File: src/rtl/mips_ctrl_pkg.sv
// Shared types and constants for the MIPS run controller.
// The optional watchdog is enabled with RUN_CTRL_WDOG_EN.
package mips_ctrl_pkg;

    localparam int unsigned ADDR_W_DEF = 6;
    localparam logic [31:0] CYC_MAX    = 32'hFFFF_FFFF;

    typedef logic [2:0] state_t;

    localparam state_t ST_IDLE    = 3'd0;
    localparam state_t ST_LOAD    = 3'd1;
    localparam state_t ST_RUN     = 3'd2;
    localparam state_t ST_STEP    = 3'd3;
    localparam state_t ST_BREAK   = 3'd4;
    localparam state_t ST_TIMEOUT = 3'd5;

endpackage

File: src/rtl/mips_imem_loader.sv
// Instruction-memory load port: valid/ready intake, word address
// counter and a registered one-word-per-cycle write port.
module mips_imem_loader
    import mips_ctrl_pkg::*;
#(
    parameter int unsigned ADDR_W = ADDR_W_DEF
) (
    input  logic              clk_i,
    input  logic              rst_ni,
    input  logic              start_i,
    input  logic              en_i,
    input  logic              valid_i,
    input  logic [31:0]       data_i,
    output logic              ready_o,
    output logic              we_o,
    output logic [ADDR_W-1:0] addr_o,
    output logic [31:0]       wdata_o,
    output logic              done_o
);

    localparam logic [ADDR_W-1:0] LAST = {ADDR_W{1'b1}};

    logic [ADDR_W-1:0] acc_q, acc_d;
    logic              full_q, full_d;
    logic              we_q, we_d;
    logic [ADDR_W-1:0] waddr_q, waddr_d;
    logic [31:0]       wdata_q, wdata_d;
    logic              hs;

    // Once the last address is accepted, intake stops: no wrap.
    assign ready_o = en_i && !full_q;
    assign hs      = ready_o && valid_i;

    always_comb begin
        acc_d   = acc_q;
        full_d  = full_q;
        we_d    = hs;
        waddr_d = waddr_q;
        wdata_d = wdata_q;
        if (start_i) begin
            acc_d   = '0;
            full_d  = 1'b0;
            waddr_d = '0;
        end else if (hs) begin
            waddr_d = acc_q;
            wdata_d = data_i;
            acc_d   = acc_q + 1'b1;
            full_d  = (acc_q == LAST);
        end
    end

    always_ff @(posedge clk_i) begin
        if (!rst_ni) begin
            acc_q   <= '0;
            full_q  <= 1'b0;
            we_q    <= 1'b0;
            waddr_q <= '0;
            wdata_q <= '0;
        end else begin
            acc_q   <= acc_d;
            full_q  <= full_d;
            we_q    <= we_d;
            waddr_q <= waddr_d;
            wdata_q <= wdata_d;
        end
    end

    assign we_o    = we_q;
    assign addr_o  = waddr_q;
    assign wdata_o = wdata_q;
    assign done_o  = we_q && (waddr_q == LAST);

endmodule

File: src/rtl/mips_run_ctrl.sv
// Run/step/pause/breakpoint controller for the single-cycle MIPS core.
// Define RUN_CTRL_WDOG_EN to add the run-length watchdog (TIMEOUT).
module mips_run_ctrl
    import mips_ctrl_pkg::*;
#(
    parameter int unsigned ADDR_W      = ADDR_W_DEF,
    parameter int unsigned WDOG_CYCLES = 1000000
) (
    input  logic              CLK,
    input  logic              RST,
    input  logic              BTN_RUN,
    input  logic              BTN_STEP,
    input  logic              BTN_LOAD,
    input  logic              LD_VALID,
    input  logic [31:0]       LD_DATA,
    output logic              LD_READY,
    output logic              IM_WE,
    output logic [ADDR_W-1:0] IM_ADDR,
    output logic [31:0]       IM_WDATA,
    output logic              CPU_EN,
    output logic              CPU_RST_N,
    input  logic [31:0]       PC,
    input  logic              BRK_EN,
    input  logic [31:0]       BRK_PC,
    output logic [2:0]        STATE,
    output logic [31:0]       CYCLES
);

    state_t      state_q, state_d;
    logic [31:0] cycles_q, cycles_d;
    logic        skip_q, skip_d;
    logic        crst_q;
    logic        hit, cpu_en, wdog_trip;
    logic        ld_start, ld_en, ld_done, ld_exit;

    assign hit    = BRK_EN && (PC == BRK_PC) && !skip_q;
    assign cpu_en = (state_q == ST_STEP) ||
                    ((state_q == ST_RUN) && !hit);

    assign ld_en    = (state_q == ST_LOAD) && !BTN_LOAD;
    assign ld_start = (state_d == ST_LOAD) && (state_q != ST_LOAD);
    assign ld_exit  = (state_q == ST_LOAD) && (state_d == ST_IDLE);

    mips_imem_loader #(
        .ADDR_W (ADDR_W)
    ) u_loader (
        .clk_i   (CLK),
        .rst_ni  (RST),
        .start_i (ld_start),
        .en_i    (ld_en),
        .valid_i (LD_VALID),
        .data_i  (LD_DATA),
        .ready_o (LD_READY),
        .we_o    (IM_WE),
        .addr_o  (IM_ADDR),
        .wdata_o (IM_WDATA),
        .done_o  (ld_done)
    );

`ifdef RUN_CTRL_WDOG_EN
    logic [31:0] wcnt_q, wcnt_d;

    assign wdog_trip = cpu_en &&
                       ((wcnt_q + 32'd1) == 32'(WDOG_CYCLES));

    always_comb begin
        wcnt_d = wcnt_q;
        if ((state_d == ST_RUN) && (state_q != ST_RUN)) begin
            wcnt_d = '0;
        end else if ((state_q == ST_RUN) && cpu_en) begin
            wcnt_d = wcnt_q + 32'd1;
        end
    end

    always_ff @(posedge CLK) begin
        if (!RST) wcnt_q <= '0;
        else      wcnt_q <= wcnt_d;
    end
`else
    logic unused_wdog;
    assign unused_wdog = ^32'(WDOG_CYCLES);
    assign wdog_trip   = 1'b0;
`endif

    // Button priority is LOAD > RUN > STEP; invalid pulses fall through.
    always_comb begin
        state_d = state_q;
        case (state_q)
            ST_IDLE, ST_BREAK: begin
                if (BTN_LOAD)      state_d = ST_LOAD;
                else if (BTN_RUN)  state_d = ST_RUN;
                else if (BTN_STEP) state_d = ST_STEP;
            end
            ST_LOAD: begin
                if (BTN_LOAD || ld_done) state_d = ST_IDLE;
            end
            ST_RUN: begin
                if (BTN_LOAD)       state_d = ST_LOAD;
                else if (BTN_RUN)   state_d = ST_IDLE;
                else if (hit)       state_d = ST_BREAK;
                else if (wdog_trip) state_d = ST_TIMEOUT;
            end
            ST_STEP: state_d = ST_IDLE;
`ifdef RUN_CTRL_WDOG_EN
            ST_TIMEOUT: begin
                if (BTN_LOAD) state_d = ST_LOAD;
            end
`endif
            default: state_d = ST_IDLE;
        endcase
    end

    // Resuming from BREAK masks the compare for one enabled cycle.
    always_comb begin
        skip_d = skip_q;
        if ((state_q == ST_BREAK) && (state_d == ST_RUN)) skip_d = 1'b1;
        else if (cpu_en)                                  skip_d = 1'b0;
    end

    always_comb begin
        cycles_d = cycles_q;
        if (ld_exit)                           cycles_d = '0;
        else if (cpu_en && cycles_q != CYC_MAX) cycles_d = cycles_q + 32'd1;
    end

    always_ff @(posedge CLK) begin
        if (!RST) begin
            state_q  <= ST_IDLE;
            cycles_q <= '0;
            skip_q   <= 1'b0;
            crst_q   <= 1'b0;
        end else begin
            state_q  <= state_d;
            cycles_q <= cycles_d;
            skip_q   <= skip_d;
            crst_q   <= !ld_exit;
        end
    end

    assign CPU_EN    = cpu_en;
    assign CPU_RST_N = crst_q && RST;
    assign STATE     = state_q;
    assign CYCLES    = cycles_q;

endmodule

File: config.mk
export PLATFORM = sky130hd
export DESIGN_NAME = mips_run_ctrl
export DESIGN_NICKNAME = d
export VERILOG_FILES = /design/src/rtl/mips_ctrl_pkg.sv /design/src/rtl/mips_imem_loader.sv /design/src/rtl/mips_run_ctrl.sv
export SDC_FILE = /design/constraint.sdc
export NUM_CORES = 1
export LEC_CHECK = 0
export BUFFER_PORTS_ARGS = -buffer_cell sky130_fd_sc_hd__buf_2
export CAP_MARGIN = 40
export CORE_UTILIZATION = 47
export CTS_BUF_LIST = sky130_fd_sc_hd__clkbuf_16
export DETAILED_ROUTE_END_ITERATION = 12
export GPL_ROUTABILITY_DRIVEN = 0
export PLACE_DENSITY = 0.84
export SLEW_MARGIN = 0
export SYNTH_ARGS = -nofsm -noshare
export SYNTH_HDL_FRONTEND = slang
export SYNTH_SLANG_ARGS = --single-unit
File: constraint.sdc
create_clock -name CLK -period 2.9 [get_ports CLK]
set_input_delay 0.435 -clock CLK [delete_from_list [all_inputs] [get_ports CLK]]
set_output_delay 0.435 -clock CLK [all_outputs]
set_load 0.02 [all_outputs]
; ---- After elaboration in Yosys (flattened, before gate mapping)
; Cells that the tools add are included.
[totals]
ff_bits = 83
latchBits = 0
ramBits = 0
romBits = 0
inputBits = 103
output_inout_bits = 77
elab_cells = 60
memories = 0
[op_classes]
n_addsub = 2
n_mul = 0
n_div = 0
order_cmp = 0
n_eq_ne = 11
shifts = 0
mux = 10
n_bitwise = 2
n_reduce_logical = 26
[ops]
columns = op, count
row1 = 32-bit by 1-bit adder with 32-bit output (second input constant), 1
row2 = 32-bit == test, 1
row3 = 32-bit != test (second input constant), 1
row4 = 3-bit two-way mux, 7
row5 = 6-bit == test (second input constant), 2
row6 = 1-bit logical AND, 12
row7 = 3-bit by 2-bit == test with 1-bit output (second input constant), 3
row8 = 3-bit case mux with 3 select lines, 1
row9 = 6-bit by 1-bit adder with 6-bit output (second input constant), 1
row10 = 3-bit by 1-bit == test with 1-bit output (second input constant), 2
row11 = 3-bit zero test, 2
row12 = 2-bit OR reduction, 3
row13 = 1-bit zero test, 5
row14 = 3-bit == test (second input constant), 1
row15 = 3-bit by 1-bit != test with 1-bit output (second input constant), 1
row16 = 1-bit logical OR, 2
row17 = 1-bit two-way mux, 2
row18 = 1-bit NOT, 2
row19 = 2-bit AND reduction, 1
row20 = 2-bit nonzero test, 1

; ---- Longest topological paths before layout
; Gate-level depths: netlist of run 1.
[logic_depth]
ltp_word = 11
depth_mapped = 10
ltp_nobuf = 8

; ---- Cells and area by module
; A second synthesis of run 1 with hierarchy kept.
[hier_totals]
hier_cells = 512
hier_area_um2 = 4122.7
[modules_own_cells]
columns = mod, n_inst, cells_each, area_per_inst_um2, seq_area_each_um2
row1 = mips_run_ctrl, 1, 298, 2379.8, 740.7
row2 = mips_imem_loader, 1, 214, 1742.9, 920.9

; ---- Worst setup path after synthesis of run 1
; No wires, ideal clock.
[synth_timing]
path_kind = in2out
startpoint = input BRK_PC[17]
endpoint = output CPU_EN
t_arrival_ps = 1830
setup_slack_ps = 635
stages = 7
path_buffers = 2
path_cell_list = xor2_1 -> nor4_1 -> nand4_1 -> nor4_4 -> buf_2 -> buf_2 -> nor2b_1
[synth_between]
elab_chain_cells = 6
[synth_lines]
columns = element, line_no
row1 = "start, declared", mips_run_ctrl.sv:24  ; input logic [31:0] BRK_PC,
row2 = 32-bit == test, mips_run_ctrl.sv:36  ; assign hit = BRK_EN && (PC == BRK_PC) && !skip_q;
row3 = 1-bit logical AND (2 in a row), mips_run_ctrl.sv:36
row4 = 1-bit zero test, mips_run_ctrl.sv:38  ; ((state_q == ST_RUN) && !hit);
row5 = 1-bit logical AND, mips_run_ctrl.sv:38
row6 = 1-bit logical OR, mips_run_ctrl.sv:37  ; assign cpu_en = (state_q == ST_STEP) ||
row7 = "end, declared", mips_run_ctrl.sv:20  ; output logic CPU_EN,
; Every way passes these cells.

; ---- Worst setup path in the final report of run 1
[layout_timing]
startpoint = register cycles_q[3], in the netlist CYCLES[3]
endpoint = register cycles_q[22], in the netlist CYCLES[22]
[layout_between]
elab_chain_cells = 2
elab_cells_between_ends = 3
classes_between = add/sub: 1 / eq/ne: 1 / reduce/logical: 1
[layout_lines]
columns = element, line_no
row1 = "start, declared", mips_run_ctrl.sv:30  ; logic [31:0] cycles_q, cycles_d;
row2 = "start signal, assigned", mips_run_ctrl.sv:134  ; cycles_q <= cycles_d;
row3 = branches (longest 2 deep; another with 32-bit by 1-bit adder with 32-bit output), -
; Parallel ways; which one is timed is not known.
; A chain may end at the register's enable or synchronous reset.

==> run metrics, run 1 <==
status=finished clean; LEAKAGE=2.308 nW; final slew viol count=0; dpl hpwl=7675 um; cell with the largest stage delay on the worst path=dfxtp_1; sequential area share after synthesis=approximately two fifths; CTS Hold Bufs=0; Num CTS Buffers=9; Seq. cell area=1662 um2; power per cell area=483.3 nW/um2; unrepaired setup endpoints after global routing=no; post-synth top area share=41.85%; Worst-Skew Late Latency=0.32 ns; DIE AREA=8818 um2; Peak VDD IR=~0.00042 V; Port-buffer cells=179; Post-synth EDFFs=0; final setup violation count=0; Max Clock Skew=between 0.006 and 0.007 ns; area delta synth->final=31.33%; worst hold path type=primary input to flip-flop; Synth area leader=dfxtp_1; Core Region=8175 um2; footprint of the multi-input gates=2173 um2; syn_area_per_cell=8.429 um2; Area contributors post-synth=dfxtp_1 (42%), nand2_1 (9.6%), xor2_1 (7.3%), a21boi_0 (6.2%), xnor2_1 (4.6%); synthesized net count=about 580; post-synthesis cell area=3970 um2; Rel. slew slack=63.98%; Crit path required time=between 3 and 4 ns; Fin. Hold Viols=0; delay of the slowest critical-path stage=0.46 ns; share of cells above drive strength 1=around a third; count of cell types in the netlist=just under 50; cts repair resizes=0; final core occ=approximately 64%; DRT iter0 DRCs=150; first-pass GRT wire length=16,950 um; CP Class=flip-flop to flip-flop; post-layout min period=2.304 ns; TNS Setup=0 ns; Yosys reg bits=83; CTS root buf=clkbuf_16; CTS tree=done; top cells by count, synth=nand2_1 (102), dfxtp_1 (83), nor2_1 (35); Fillers=690; Worst-Margin Slew=0.5374 ns; ant diodes=0; Warnings, synthesis=0; antenna violations before repair=0; # DRC=0; vias in the first global route=3,818; grt ovf=0; post-synthesis cell count=about 470; H-tree Lvls=3; routed vias=about 3,900; count leader, synth=nand2_1; I/O pins=180; ys async rst share=0%; vias per cell=5.207; top fanout value on the critical path=7; final antenna-violating net count=0; max cap viols=0; gr usage total=23.77%; die height=93.91 um; FP Rows=33; ys flop type=dfxtp_1; Initial Utilization=between 40% and 50%; drt first pass iters=4; largest net degree at the start of global routing=34; DRT Wirelength=roughly 10,000 um; crit path DAT=between 2 and 3 ns; Critical Path, Cell by Cell=and4_1 > nand4_1 > nor3_2 > nand4_1 > or3_2 > a21oi_1; period utilisation layout=79.43%; Nets=748; Routed WL per cell=13.36 um; Post-CTS Repair Setup Buffers=0; crit path launch type=flip-flop; die width=93.91 um; CTS Sinks=83; Setup crit end kind=flip-flop; CP most frequent cell=nand4_1; CTS clock-pin slew for the worst setup and hold paths=0.06 ns; Fmax=around 430 MHz; CTS Buffer Depth=2
-- logic make-up (layout without fill, tap and decap cells) --
family | Yosys count | in the layout | synth area share, %
compound gates | 72 | 72 | 12.58
xor+xnor | 54 | 54 | 11.91
fa+ha+maj | 2 | 2 | 0.6302
buf+inv | 29 | 205 | 3.403
flops | 83 | 83 | 41.85
mux | 3 | 3 | 0.7564
simple gates | 228 | 228 | 28.87
-- worst max-delay path: cells and delay by family, from the launching register on --
kind	cells	cell delay [ns]
AOI/OAI and AO/OA	1	0.18
DFF	1	0.46
and+or+nand+nor	5	1.58
-- cell usage in the layout (no fill, tap or decap), types with 12 or more instances in the layout --
| master | n |
|---|---|
| a21boi_0 | 33 |
| a21oi_1 | 18 |
| buf_2 | 179 |
| dfxtp_1 | 83 |
| nand2_1 | 102 |
| nand3_1 | 14 |
| nand4_1 | 12 |
| nor2_1 | 35 |
| nor3_1 | 12 |
| xnor2_1 | 21 |
| xor2_1 | 33 |
-- power breakdown --
part	internal (mW)	leakage, nW	switching [mW]
sequential	1.16	0.671	0.0128
clock	0.655	0.138	0.430
combinational	0.116	1.50	0.147
-- flip-flops by register name, summed over array words and instances (netlist names) --
| name | cells |
|---|---|
| CYCLES | 32 |
| u_loader.wdata_o | 32 |
| u_loader.acc_q | 6 |
| u_loader.addr_o | 6 |
| STATE | 3 |
| crst_q | 1 |
| skip_q | 1 |
| u_loader.full_q | 1 |
| u_loader.we_o | 1 |
-- metal layers --
metal | global-route usage [%] | vias to the layer above | share of wire [%]
met5 | 0 | - | 0
met4 | 7.051 | 0 | 0.80
met3 | 7.282 | 8 | 7.1
met2 | 40.94 | 127 | 49
met1 | 28.21 | 1820 | 43
li1 | - | 1961 | -
-- per-stage QoR --
stage | worst slack [ns] | instances | power (mW) | hold slack, ns | instance area (um2)
2_1_floorplan | 0.6346 | 471 | 1.336 | 0.4374 | 3970
3_3_place_gp | 0.5145 | 737 | 1.450 | 0.4461 | 4930
3_5_place_dp | 0.4362 | 737 | 1.458 | 0.4524 | 4930
4_1_cts | 0.6419 | 752 | 2.546 | 0.3469 | 5214
5_1_grt | 0.4349 | 752 | 2.625 | 0.3575 | 5214
6_report | 0.5965 | 752 | 2.520 | 0.3563 | 5214
-- worst paths after layout --
kind / from / endpoint / slack (ns) / cells after the start
max: CYCLES[3]$_SDFFE_PP0P_ / CYCLES[22]$_SDFFE_PP0P_ / 0.60 / 6
min: LD_DATA[22] / u_loader.wdata_o[22]$_SDFFE_PN0P_ / 0.36 / 3
max reg2reg: CYCLES[3]$_SDFFE_PP0P_ / CYCLES[22]$_SDFFE_PP0P_ / 0.60 / 6
min reg2reg: u_loader.wdata_o[4]$_SDFFE_PN0P_ / u_loader.wdata_o[4]$_SDFFE_PN0P_ / 0.46 / 2
-- area by class of cell --
type | count | area share, %
multi-input cells | 359 | 41.68
well taps | 105 | 2.520
clock inverters | 6 | 1.128
repair buffers | 186 | 18.19
flip-flops and latches | 83 | 31.87
inverters | 4 | 0.2880
clock buffers | 9 | 4.320
No activity file was read; power rests on OpenSTA's default activity.
==> run 2, diff against run 1 <==
CORE_UTILIZATION = 43   (was 47)
PLACE_DENSITY = 0.81   (was 0.84)
clock period = 2.1 ns   (was 2.9 ns; I/O delays follow)
==> run metrics, run 2 (synthesis gave the netlist of run 1 again) <==
commonest non-fill, non-tap cell in the layout=buf_2 (unchanged); CTS Buffer Depth=2 (unchanged); placed instance area=5171 um2 (was 4930 um2); die height=98.09 um (was 93.91 um); CTS Sinks=83 (unchanged); antenna violations before repair=0 (unchanged); share of cells above drive strength 1=38.11% (was 33.38%); vias per cell=5.181 (was 5.207); failing checks=DRC; FP Rows=34 (was 33); crit path DAT=2.31 ns (was 2.54 ns); unrepaired setup endpoints after global routing=yes (was no); Crit path required time=2.36 ns (was 3.14 ns); # DRC=7 (was 0); Setup crit end kind=flip-flop (unchanged); I/O pins=180 (unchanged); worst hold path type=primary input to flip-flop (unchanged); status=finished with violations (was finished clean); drt first pass iters=10 (was 4); Fillers=780 (was 690); CTS root buf=clkbuf_16 (unchanged); final slew viol count=0 (unchanged); DIE AREA=9621 um2 (was 8818 um2); ant diodes=0 (unchanged); power per cell area=682.7 nW/um2 (was 483.3 nW/um2); Rel. slew slack=68.70% (was 63.98%); CTS tree=done (unchanged); crit path launch type=flip-flop (unchanged); routed vias=4,067 (was 3,916); top fanout value on the critical path=5 (was 7); flop-to-flop setup slack=0.05 ns (was 0.60 ns); LEAKAGE=2.499 nW (was 2.308 nW); Worst-Skew Late Latency=0.33 ns (was 0.32 ns); Finished Cell Area=5569 um2 (was 5214 um2); grt ovf=0 (unchanged); GR Layer Usage met2=40.90% (was 40.94%); Core Region=8848 um2 (was 8175 um2); Most Crowded Layer GR=met2 (unchanged); total power=3.802 mW (was 2.520 mW); M3 GR Usage=6.729% (was 7.282%); commonest non-fill, non-tap cells in the layout=buf_2 (178), nand2_1 (102), dfxtp_1 (81) (was buf_2 (179), nand2_1 (102), dfxtp_1 (83)); DRT Wirelength=10,920 um (was 10,050 um); Port-buffer cells=179 (unchanged); dpl hpwl=8275 um (was 7675 um); Num CTS Buffers=9 (unchanged); CTS clock-pin slew for the worst setup and hold paths=0.06 ns (about the same); final setup violation count=0 (unchanged); DRT iter0 DRCs=169 (was 150); Max Clock Skew=0.007418 ns (was 0.006960 ns); Initial Utilization=44.87% (was 48.56%); Peak VDD IR=0.0004397 V (was 0.0004178 V); CP Class=flip-flop to flip-flop (unchanged); H-tree Lvls=3 (unchanged); final antenna-violating net count=0 (unchanged); first-pass GRT wire length=17,870 um (was 16,950 um); area delta synth->final=40.28% (was 31.33%); post-layout min period=2.046 ns (was 2.304 ns); vias in the first global route=4,027 (was 3,818); die width=98.09 um (was 93.91 um); Nets=777 (was 748); grt met1 use=25.33% (was 28.21%); Routed WL per cell=13.91 um (was 13.36 um); max cap viols=0 (unchanged); CTS Hold Bufs=0 (unchanged); Worst-Margin Slew=0.4659 ns (was 0.5374 ns); Seq. cell area=1664 um2 (was 1662 um2); Fin. Hold Viols=0 (unchanged); period utilisation layout=97.43% (was 79.43%); gr usage total=22.82% (was 23.77%); largest net degree at the start of global routing=33 (was 34); Fmax=488.8 MHz (was 434.1 MHz); footprint of the multi-input gates=2212 um2 (was 2173 um2)
==> run 2: cell count changes in the layout (fill, tap and decap cells not counted), sizes merged <==
cell	change
clkinvlp	-1
clkinv	+2
bufinv	+2
inv	-2
buf	+29
==> run 2: path summary, 6_finish.rpt <==
path,depth (start not counted),end,start
max,7,CYCLES[22]$_SDFFE_PP0P_,CYCLES[6]$_SDFFE_PP0P_
min,3,u_loader.wdata_o[18]$_SDFFE_PN0P_,LD_DATA[18]
max reg2reg,7,CYCLES[22]$_SDFFE_PP0P_,CYCLES[6]$_SDFFE_PP0P_
min reg2reg,2,u_loader.wdata_o[5]$_SDFFE_PN0P_,u_loader.wdata_o[5]$_SDFFE_PN0P_
==> run 2: cell type report <==
type / instances / area share (%)
multi-input cells: 359 / 39.72
flip-flops and latches: 83 / 29.88
repair buffers: 215 / 21.50
clock buffers: 9 / 4.044
well taps: 108 / 2.426
clock inverters: 7 / 2.089
inverters: 4 / 0.3370
==> run 2: repair_timing <==
action / 4_1_cts / 5_1_grt
setup endpoints to repair: 1 / 27
pin swaps: 3 / 5
setup buffers: 1 / 1
gates resized for setup: 3 / 10
gates cloned: 0 / 0
==> run 2: where the power goes <==
group | switching (mW) | internal (mW)
logic | 0.217 | 0.179
registers | 0.0126 | 1.60
clock network | 0.635 | 1.16
total | 0.865 | 2.94
==> run 2: metal layers <==
metal	vias to the layer above	share of wire [%]
met5	-	0
met4	0	1.3
met3	16	7.1
met2	138	50
met1	1900	42
li1	2013	-
==> run 2: critical path: stages, from the launching register on <==
cell,delay (ns)
dfxtp_1,0.38
and4_4,0.27
nand4_1,0.21
nor3_2,0.25
buf_4,0.17
nand4_1,0.11
or3_2,0.42
a21oi_1,0.16
==> run 2: through the flow <==
step / hold slack, ns / cells / setup slack [ns] / TNS (ns) / utilization (%)
3_5_place_dp: 0.4535 / 767 / -0.1099 / -0.5171 / 58.44
5_1_grt: 0.2139 / 785 / -0.01306 / -0.02711 / 62.94
6_report: 0.2233 / 785 / 0.05401 / 0 / 62.94
4_1_cts: 0.2129 / 784 / 0.005247 / 0 / 62.49
3_3_place_gp: 0.4465 / 767 / -0.02014 / -0.06814 / 58.44
2_1_floorplan: 0.3943 / 471 / 0.01116 / 0 / -
